`src/rtl/conv_seq_pkg.sv`:
```
// conv_seq_pkg: shared types and helpers for the conv1d tap sequencer.
// Contents: FSM state enum, tap count, and the modular ring-index helper
// used by the history buffer read ports.
package conv_seq_pkg;

   typedef enum logic [1:0] {
      ST_IDLE = 2'd0,
      ST_LOAD = 2'd1,
      ST_RUN  = 2'd2,
      ST_EMIT = 2'd3
   } state_e;

   localparam int NUM_TAPS = 4;

   // Index 'back' entries behind 'ptr' in a ring of 'depth' entries.
   // Callers guarantee back < depth, so the sum never goes negative and
   // no power-of-two depth is needed.
   function automatic int ring_idx(input int ptr, input int back, input int depth);
      return (ptr + depth - back) % depth;
   endfunction

endpackage

```
`src/rtl/tap_ring_buffer.sv`:
```
// tap_ring_buffer: history of past input samples with four dilated read ports.
// Ports: clk; wr_en_i/wr_ptr_i/wr_dat_i write one sample; fill_i is the count
// of committed samples; tap_dat_o[k] returns sample t-(3-k)*DILATION or zero.
module tap_ring_buffer
   import conv_seq_pkg::*;
#(
   parameter int W        = 16,
   parameter int IN_D     = 4,
   parameter int DILATION = 1,
   localparam int SW      = IN_D * W,
   localparam int DEPTH   = 3 * DILATION + 1,
   localparam int PW      = $clog2(DEPTH),
   localparam int FW      = $clog2(3 * DILATION + 1)
) (
   input  logic                             clk,
   input  logic                             wr_en_i,
   input  logic [PW-1:0]                    wr_ptr_i,
   input  logic [SW-1:0]                    wr_dat_i,
   input  logic [FW-1:0]                    fill_i,
   output logic [NUM_TAPS-1:0][SW-1:0]      tap_dat_o
);

   // Storage is deliberately never reset; stale entries are hidden by the
   // fill-based masking below.
   logic [SW-1:0] mem_q [DEPTH];

   always_ff @(posedge clk) begin
      if (wr_en_i) begin
         mem_q[wr_ptr_i] <= wr_dat_i;
      end
   end

   // Tap k looks (3-k)*DILATION samples back from the slot holding the
   // current sample. It is zeroed until that many older samples exist.
   always_comb begin
      int idx;
      int back;
      idx       = 0;
      back      = 0;
      tap_dat_o = '0;
      for (int k = 0; k < NUM_TAPS; k++) begin
         back = (NUM_TAPS - 1 - k) * DILATION;
         idx  = ring_idx(int'(wr_ptr_i), back, DEPTH);
         if (int'(fill_i) >= back) begin
            tap_dat_o[k] = mem_q[PW'(idx)];
         end
      end
   end

endmodule

```
`src/rtl/conv1d_tap_sequencer.sv`:
```
// conv1d_tap_sequencer: per-sample controller for one cached dilated conv1d layer.
// Ports: clk/rst/clear; in_data/in_v/in_ready sample input; tap0..tap3, conv_rst,
// conv_relu to the layer; conv_out/conv_out_v from it; out_data/out_v/out_ready result.
module conv1d_tap_sequencer
   import conv_seq_pkg::*;
#(
   parameter int W          = 16,
   parameter int IN_D       = 4,
   parameter int OUT_D      = 8,
   parameter int DILATION   = 1,
   parameter bit APPLY_RELU = 1'b1
) (
   input  logic                 clk,
   input  logic                 rst,
   input  logic                 clear,
   input  logic [IN_D*W-1:0]    in_data,
   input  logic                 in_v,
   output logic                 in_ready,
   output logic [IN_D*W-1:0]    tap0,
   output logic [IN_D*W-1:0]    tap1,
   output logic [IN_D*W-1:0]    tap2,
   output logic [IN_D*W-1:0]    tap3,
   output logic                 conv_rst,
   output logic                 conv_relu,
   input  logic [OUT_D*W-1:0]   conv_out,
   input  logic                 conv_out_v,
   output logic [OUT_D*W-1:0]   out_data,
   output logic                 out_v,
   input  logic                 out_ready
);

   localparam int SW       = IN_D * W;
   localparam int OW       = OUT_D * W;
   localparam int DEPTH    = 3 * DILATION + 1;
   localparam int PW       = $clog2(DEPTH);
   localparam int FILL_MAX = 3 * DILATION;
   localparam int FW       = $clog2(FILL_MAX + 1);

   state_e                        state_q, state_d;
   logic [PW-1:0]                 wr_ptr_q, wr_ptr_d;
   logic [FW-1:0]                 fill_q, fill_d;
   logic [NUM_TAPS-1:0][SW-1:0]   tap_q, tap_d;
   logic [OW-1:0]                 out_data_q, out_data_d;

   logic                          wr_en;
   logic [NUM_TAPS-1:0][SW-1:0]   ring_tap;

   // A flush in the same cycle as the handshake wins: nothing is written.
   assign wr_en = (state_q == ST_IDLE) && in_v && !clear && !rst;

   tap_ring_buffer #(
      .W        (W),
      .IN_D     (IN_D),
      .DILATION (DILATION)
   ) u_ring (
      .clk       (clk),
      .wr_en_i   (wr_en),
      .wr_ptr_i  (wr_ptr_q),
      .wr_dat_i  (in_data),
      .fill_i    (fill_q),
      .tap_dat_o (ring_tap)
   );

   always_comb begin
      state_d    = state_q;
      wr_ptr_d   = wr_ptr_q;
      fill_d     = fill_q;
      tap_d      = tap_q;
      out_data_d = out_data_q;

      case (state_q)
         ST_IDLE: begin
            if (in_v) begin
               state_d = ST_LOAD;
            end
         end
         ST_LOAD: begin
            // The new sample sits at wr_ptr now; latch all four taps so they
            // stay stable for the whole layer run.
            tap_d   = ring_tap;
            state_d = ST_RUN;
         end
         ST_RUN: begin
            if (conv_out_v) begin
               out_data_d = conv_out;
               state_d    = ST_EMIT;
            end
         end
         ST_EMIT: begin
            // The sample is committed to history only once its result has
            // been taken, so a flush before then leaves no trace of it.
            if (out_ready) begin
               wr_ptr_d = (wr_ptr_q == PW'(DEPTH - 1)) ? '0 : wr_ptr_q + 1'b1;
               if (fill_q != FW'(FILL_MAX)) begin
                  fill_d = fill_q + 1'b1;
               end
               state_d = ST_IDLE;
            end
         end
         default: state_d = ST_IDLE;
      endcase

      if (clear) begin
         state_d  = ST_IDLE;
         wr_ptr_d = '0;
         fill_d   = '0;
      end
   end

   always_ff @(posedge clk) begin
      if (rst) begin
         state_q    <= ST_IDLE;
         wr_ptr_q   <= '0;
         fill_q     <= '0;
         tap_q      <= '0;
         out_data_q <= '0;
      end else begin
         state_q    <= state_d;
         wr_ptr_q   <= wr_ptr_d;
         fill_q     <= fill_d;
         tap_q      <= tap_d;
         out_data_q <= out_data_d;
      end
   end

   // A flush suppresses out_v and holds the layer in reset immediately, so a
   // result being discarded can never complete a downstream handshake.
   assign in_ready  = (state_q == ST_IDLE);
   assign out_v     = (state_q == ST_EMIT) && !clear;
   assign conv_rst  = (state_q != ST_RUN) || clear;
   assign conv_relu = APPLY_RELU;
   assign tap0      = tap_q[0];
   assign tap1      = tap_q[1];
   assign tap2      = tap_q[2];
   assign tap3      = tap_q[3];
   assign out_data  = out_data_q;

endmodule

```
`config.mk`:
```
export PLATFORM = sky130hd
export DESIGN_NAME = conv1d_tap_sequencer
export DESIGN_NICKNAME = d
export VERILOG_FILES = /design/src/rtl/conv_seq_pkg.sv /design/src/rtl/tap_ring_buffer.sv /design/src/rtl/conv1d_tap_sequencer.sv
export SDC_FILE = /design/constraint.sdc
export NUM_CORES = 1
export LEC_CHECK = 0
export ABC_AREA = 1
export BUFFER_PORTS_ARGS = -buffer_cell sky130_fd_sc_hd__buf_2
export CAP_MARGIN = 20
export CORE_MARGIN = 2
export CORE_UTILIZATION = 55
export DETAILED_ROUTE_END_ITERATION = 12
export GPL_ROUTABILITY_DRIVEN = 0
export HOLD_SLACK_MARGIN = 0.05
export PLACE_DENSITY = 0.77
export SYNTH_ARGS = -nofsm -noshare
export SYNTH_HDL_FRONTEND = slang
export SYNTH_SLANG_ARGS = --single-unit
```
`constraint.sdc`:
```
create_clock -name clk -period 12.9 [get_ports clk]
set_input_delay 3.87 -clock clk [delete_from_list [all_inputs] [get_ports clk]]
set_output_delay 3.87 -clock clk [all_outputs]
set_load 0.02 [all_outputs]
```
==> results.tsv <==
stage	metric	value	unit
clock_tree	cts_resized	0	
pwr	totalPowerFinal	0.004329	W
clock_tree	clk_path_buf_depth	3	
die	initial_core_util	0.5580	
final_layout	drive_gt1_frac	0.1887	
synthesis	syn_area	27370	um2
pwr	power.density	134.0	nW/um2
clock_tree	cts_buffers	68	
worst_setup_path	crit_required	9.03	ns
pwr	p_sw	0.0009693	W
detailed_routing	wl_met1	33.65	mm
sta	finalSetupViolCount	0	
synthesis	synth.distinct_cells	22	
worst_setup_path	crit_arrival	4.39	ns
worst_setup_path	critical_path.endpoint_type	primary output	
sta	hold_viol_final	0	
final_layout	fill_cells	4180	
worst_setup_path	cp_max_fo	3	
synthesis	syn-num-nets	3529	
clock_tree	htree_levels	3	
detailed_routing	maxUsedRoutingLayer	met5	
die	ioPinCount	586	
clock_tree	cts.sinks	646	
worst_setup_path	path_cells	buf_2, nor2_1, buf_2	
sta	post-route-period-util	0.6404	
global_route	grt_pass1_vias	22630	
pwr	pwr-share-seq	0.502	
detailed_routing	drt_wl_total	83.46	mm
global_route	grt_use_total	0.3092	
sta	min_period	8.261	ns
sta	clock.fmax	0.1210	GHz
pwr	pwr-share-comb	0.055	
worst_setup_path	cp_top_family	buffers and inverters	
die	die-area	51570	um2
worst_setup_path	crit_path_start_kind	input port	
clock_tree	path_clk_slew	0.06	ns
clock_tree	hold_buffers	0	
synthesis	yosysTopAreaCell	dfxtp_1	
global_route	grt_max_degree	170	
final_layout	finalInstanceArea	32320	um2
sta	slew_headroom	0.2362	
sta	rsz0062_at_grt	no	
final_layout	finish.net_count	3967	
detailed_routing	ant_nets	0	
detailed_routing	dr.pass1.iters	6	
synthesis	synth_top_cells_by_area	dfxtp_1, edfxtp_1, nand2_1	
place	hpwl	50.54	mm
worst_setup_path	worst_path_max_delay_cell	buf_2	
final_layout	area_growth_syn_to_layout	18.07	%
global_route	grt_antenna_before_repair	14	
global_route	grt_pass1_wl	123.5	mm
synthesis	synth.top_cell.area_share	0.2852	
synthesis	syn_area_per_cell	8.244	um2
detailed_routing	vias_per_cell	5.619	
pwr	p_int	0.003360	W
pwr	swShare	0.2239	
worst_setup_path	cpPeakStageDelay	0.21	ns
detailed_routing	drt_iter0_markers	2476	
sta	fin_skew	0.01262	ns
global_route	grt-ovfl-total	0	
clock_tree	cts_tree	done	
detailed_routing	wl_per_cell	18.61	um
sta	setup_tns	0	ns
job	max-cap-violations	0	
min_path	min_path_type	reg2reg	
detailed_routing	route.met3.wl	8.731	mm
pwr	power.leakage	13.79	nW
pwr	p_clk_frac	0.443	
synthesis	ys_warn_count	0	
sta	slew_viol_final	0	
synthesis	ys_ff_latch	646	
synthesis	syn_inst	3320	
outcome	status	complete, no violations	
worst_setup_path	critical_path_class	in2out	
sta	tightest_slew	1.146	ns
clock_tree	clk_latency	0.59	ns
sta	holdWs	0.4590	ns
detailed_routing	routed-wl-met2	38.21	mm
die	fp-row-count	81	
die	fp.coreArea	49050	um2
detailed_routing	vias	25190	
die	die_height	227.1	um
place	port_buffers	584	
worst_setup_path	path_buf_inv	2	
pwr	peakVddDrop	0.0001098	V
clock_tree	cts_root_buffer	clkbuf_16	
die	die_x	227.1	um
worst_setup_path	crit_top_cell	buf_2	
synthesis	ys_seq_area_frac	0.5661	
clock_tree	cts_setup_buffers	0	
place	placed_area	30070	um2
detailed_routing	remaining_drc_errors	0	
metal layers:
metal,global-route usage,vias to the layer above
met5,0,-
met2,0.4791,1262
li1,-,11970
met1,0.4149,11720
met3,0.07783,229
met4,0.1295,12
cell usage after synthesis:
cell         n
nor2_1     140
buf_1       23
buf_2       91
dfxtp_1    390
buf_6       28
inv_2        3
inv_6        1
nand3_1    578
edfxtp_1   256
inv_1       80
nand2_1   1163
nor2_4       2
buf_8        1
ha_1        11
o21ai_0     32
o21ai_1     35
a21oi_1    388
a211oi_1     1
clkbuf_1    71
nor3_1       1
buf_4       24
conb_1       1
sequential cells by signal (all words and copies together), names as in the netlist:
register	flops
u_ring.mem_q	256
out_data	128
tap0	64
tap1	64
tap2	64
tap3	64
fill_q	2
state_q	2
wr_ptr_q	2
final timing paths:
path                                  start        to  slack, ns  cells past startpoint
worst max-delay path                  clear     out_v       4.64                      3
worst min-delay path               tap0[51]  tap0[51]       0.46                      2
worst max register to register  wr_ptr_q[0]   tap2[9]       8.72                      7
worst min register to register     tap0[51]  tap0[51]       0.46                      2
power by group through the flow:
| stage | Combinational [W] | Sequential [W] | Clock [W] |
|---|---|---|---|
| final | 0.000236 | 0.00217 | 0.00192 |
| after detailed placement | 0.000233 | 0.00222 | 0 |
| after floorplan | 0.000108 | 0.00224 | 0 |
| after global placement | 0.000230 | 0.00222 | 0 |
| after global routing | 0.000259 | 0.00217 | 0.00203 |
| after CTS | 0.000235 | 0.00217 | 0.00194 |
cells by family (layout without fill, tap and decap cells):
| family | Yosys count | after routing | share of synthesized area |
|---|---|---|---|
| AO/OA/AOI/OAI | 456 | 456 | 0.08347 |
| flip-flops | 646 | 646 | 0.5661 |
| other | 1 | 10 | 0.0001370 |
| buffers and inverters | 322 | 813 | 0.05988 |
| AND/OR/NAND/NOR | 1884 | 1884 | 0.2854 |
| adder cells (fa/ha/maj) | 11 | 11 | 0.005028 |
layout by cell type, fill, tap and decap left out, types with 2 or more instances in the layout:
cell type,synthesis,layout
inv_1,80,78
o21ai_0,32,32
dfxtp_4,0,2
buf_2,91,583
diode_2,0,9
ha_4,0,2
o21ai_1,35,35
clkbuf_8,0,7
clkbuf_16,0,73
clkinv_2,0,13
dfxtp_1,390,388
clkinv_1,0,6
inv_6,1,3
bufinv_16,0,3
buf_4,24,19
clkbuf_1,71,21
ha_1,11,9
nor2_4,2,6
edfxtp_1,256,256
nor2_1,140,136
nand3_1,578,578
buf_12,0,2
nand2_1,1163,1162
a21oi_1,388,388
area by class of cell:
class                           count  area, um2  area share
Sequential cell                   646      15500      0.4797
Inverter                           84      336.6     0.01041
Timing Repair Buffer              606       3143     0.09725
Tap cell                          664      830.8     0.02571
Multi-Input combinational cell   2352      10300      0.3187
Clock inverter                     22      181.4    0.005614
Clock buffer                      101       2002     0.06194
Antenna cell                        9      22.52   0.0006969
worst register-to-register path: cells and delay by family (launching register included):
| family | cells | cell delay [ns] |
|---|---|---|
| AND/OR/NAND/NOR | 2 | 0.43 |
| adder cells (fa/ha/maj) | 1 | 0.70 |
| AO/OA/AOI/OAI | 1 | 0.08 |
| buffers and inverters | 3 | 1.98 |
| flip-flops | 1 | 0.84 |
stage by stage:
| step | utilization | cells | worst slack (ns) |
|---|---|---|---|
| after floorplan | - | 3320 | 4.867 |
| after global placement | 0.6129 | 4350 | 4.634 |
| after detailed placement | 0.6129 | 4350 | 4.653 |
| after CTS | 0.6574 | 4473 | 4.650 |
| after global routing | 0.6588 | 4482 | 4.635 |
| final | 0.6589 | 4484 | 4.639 |
Note: power is estimated with default switching activity, not from simulation.
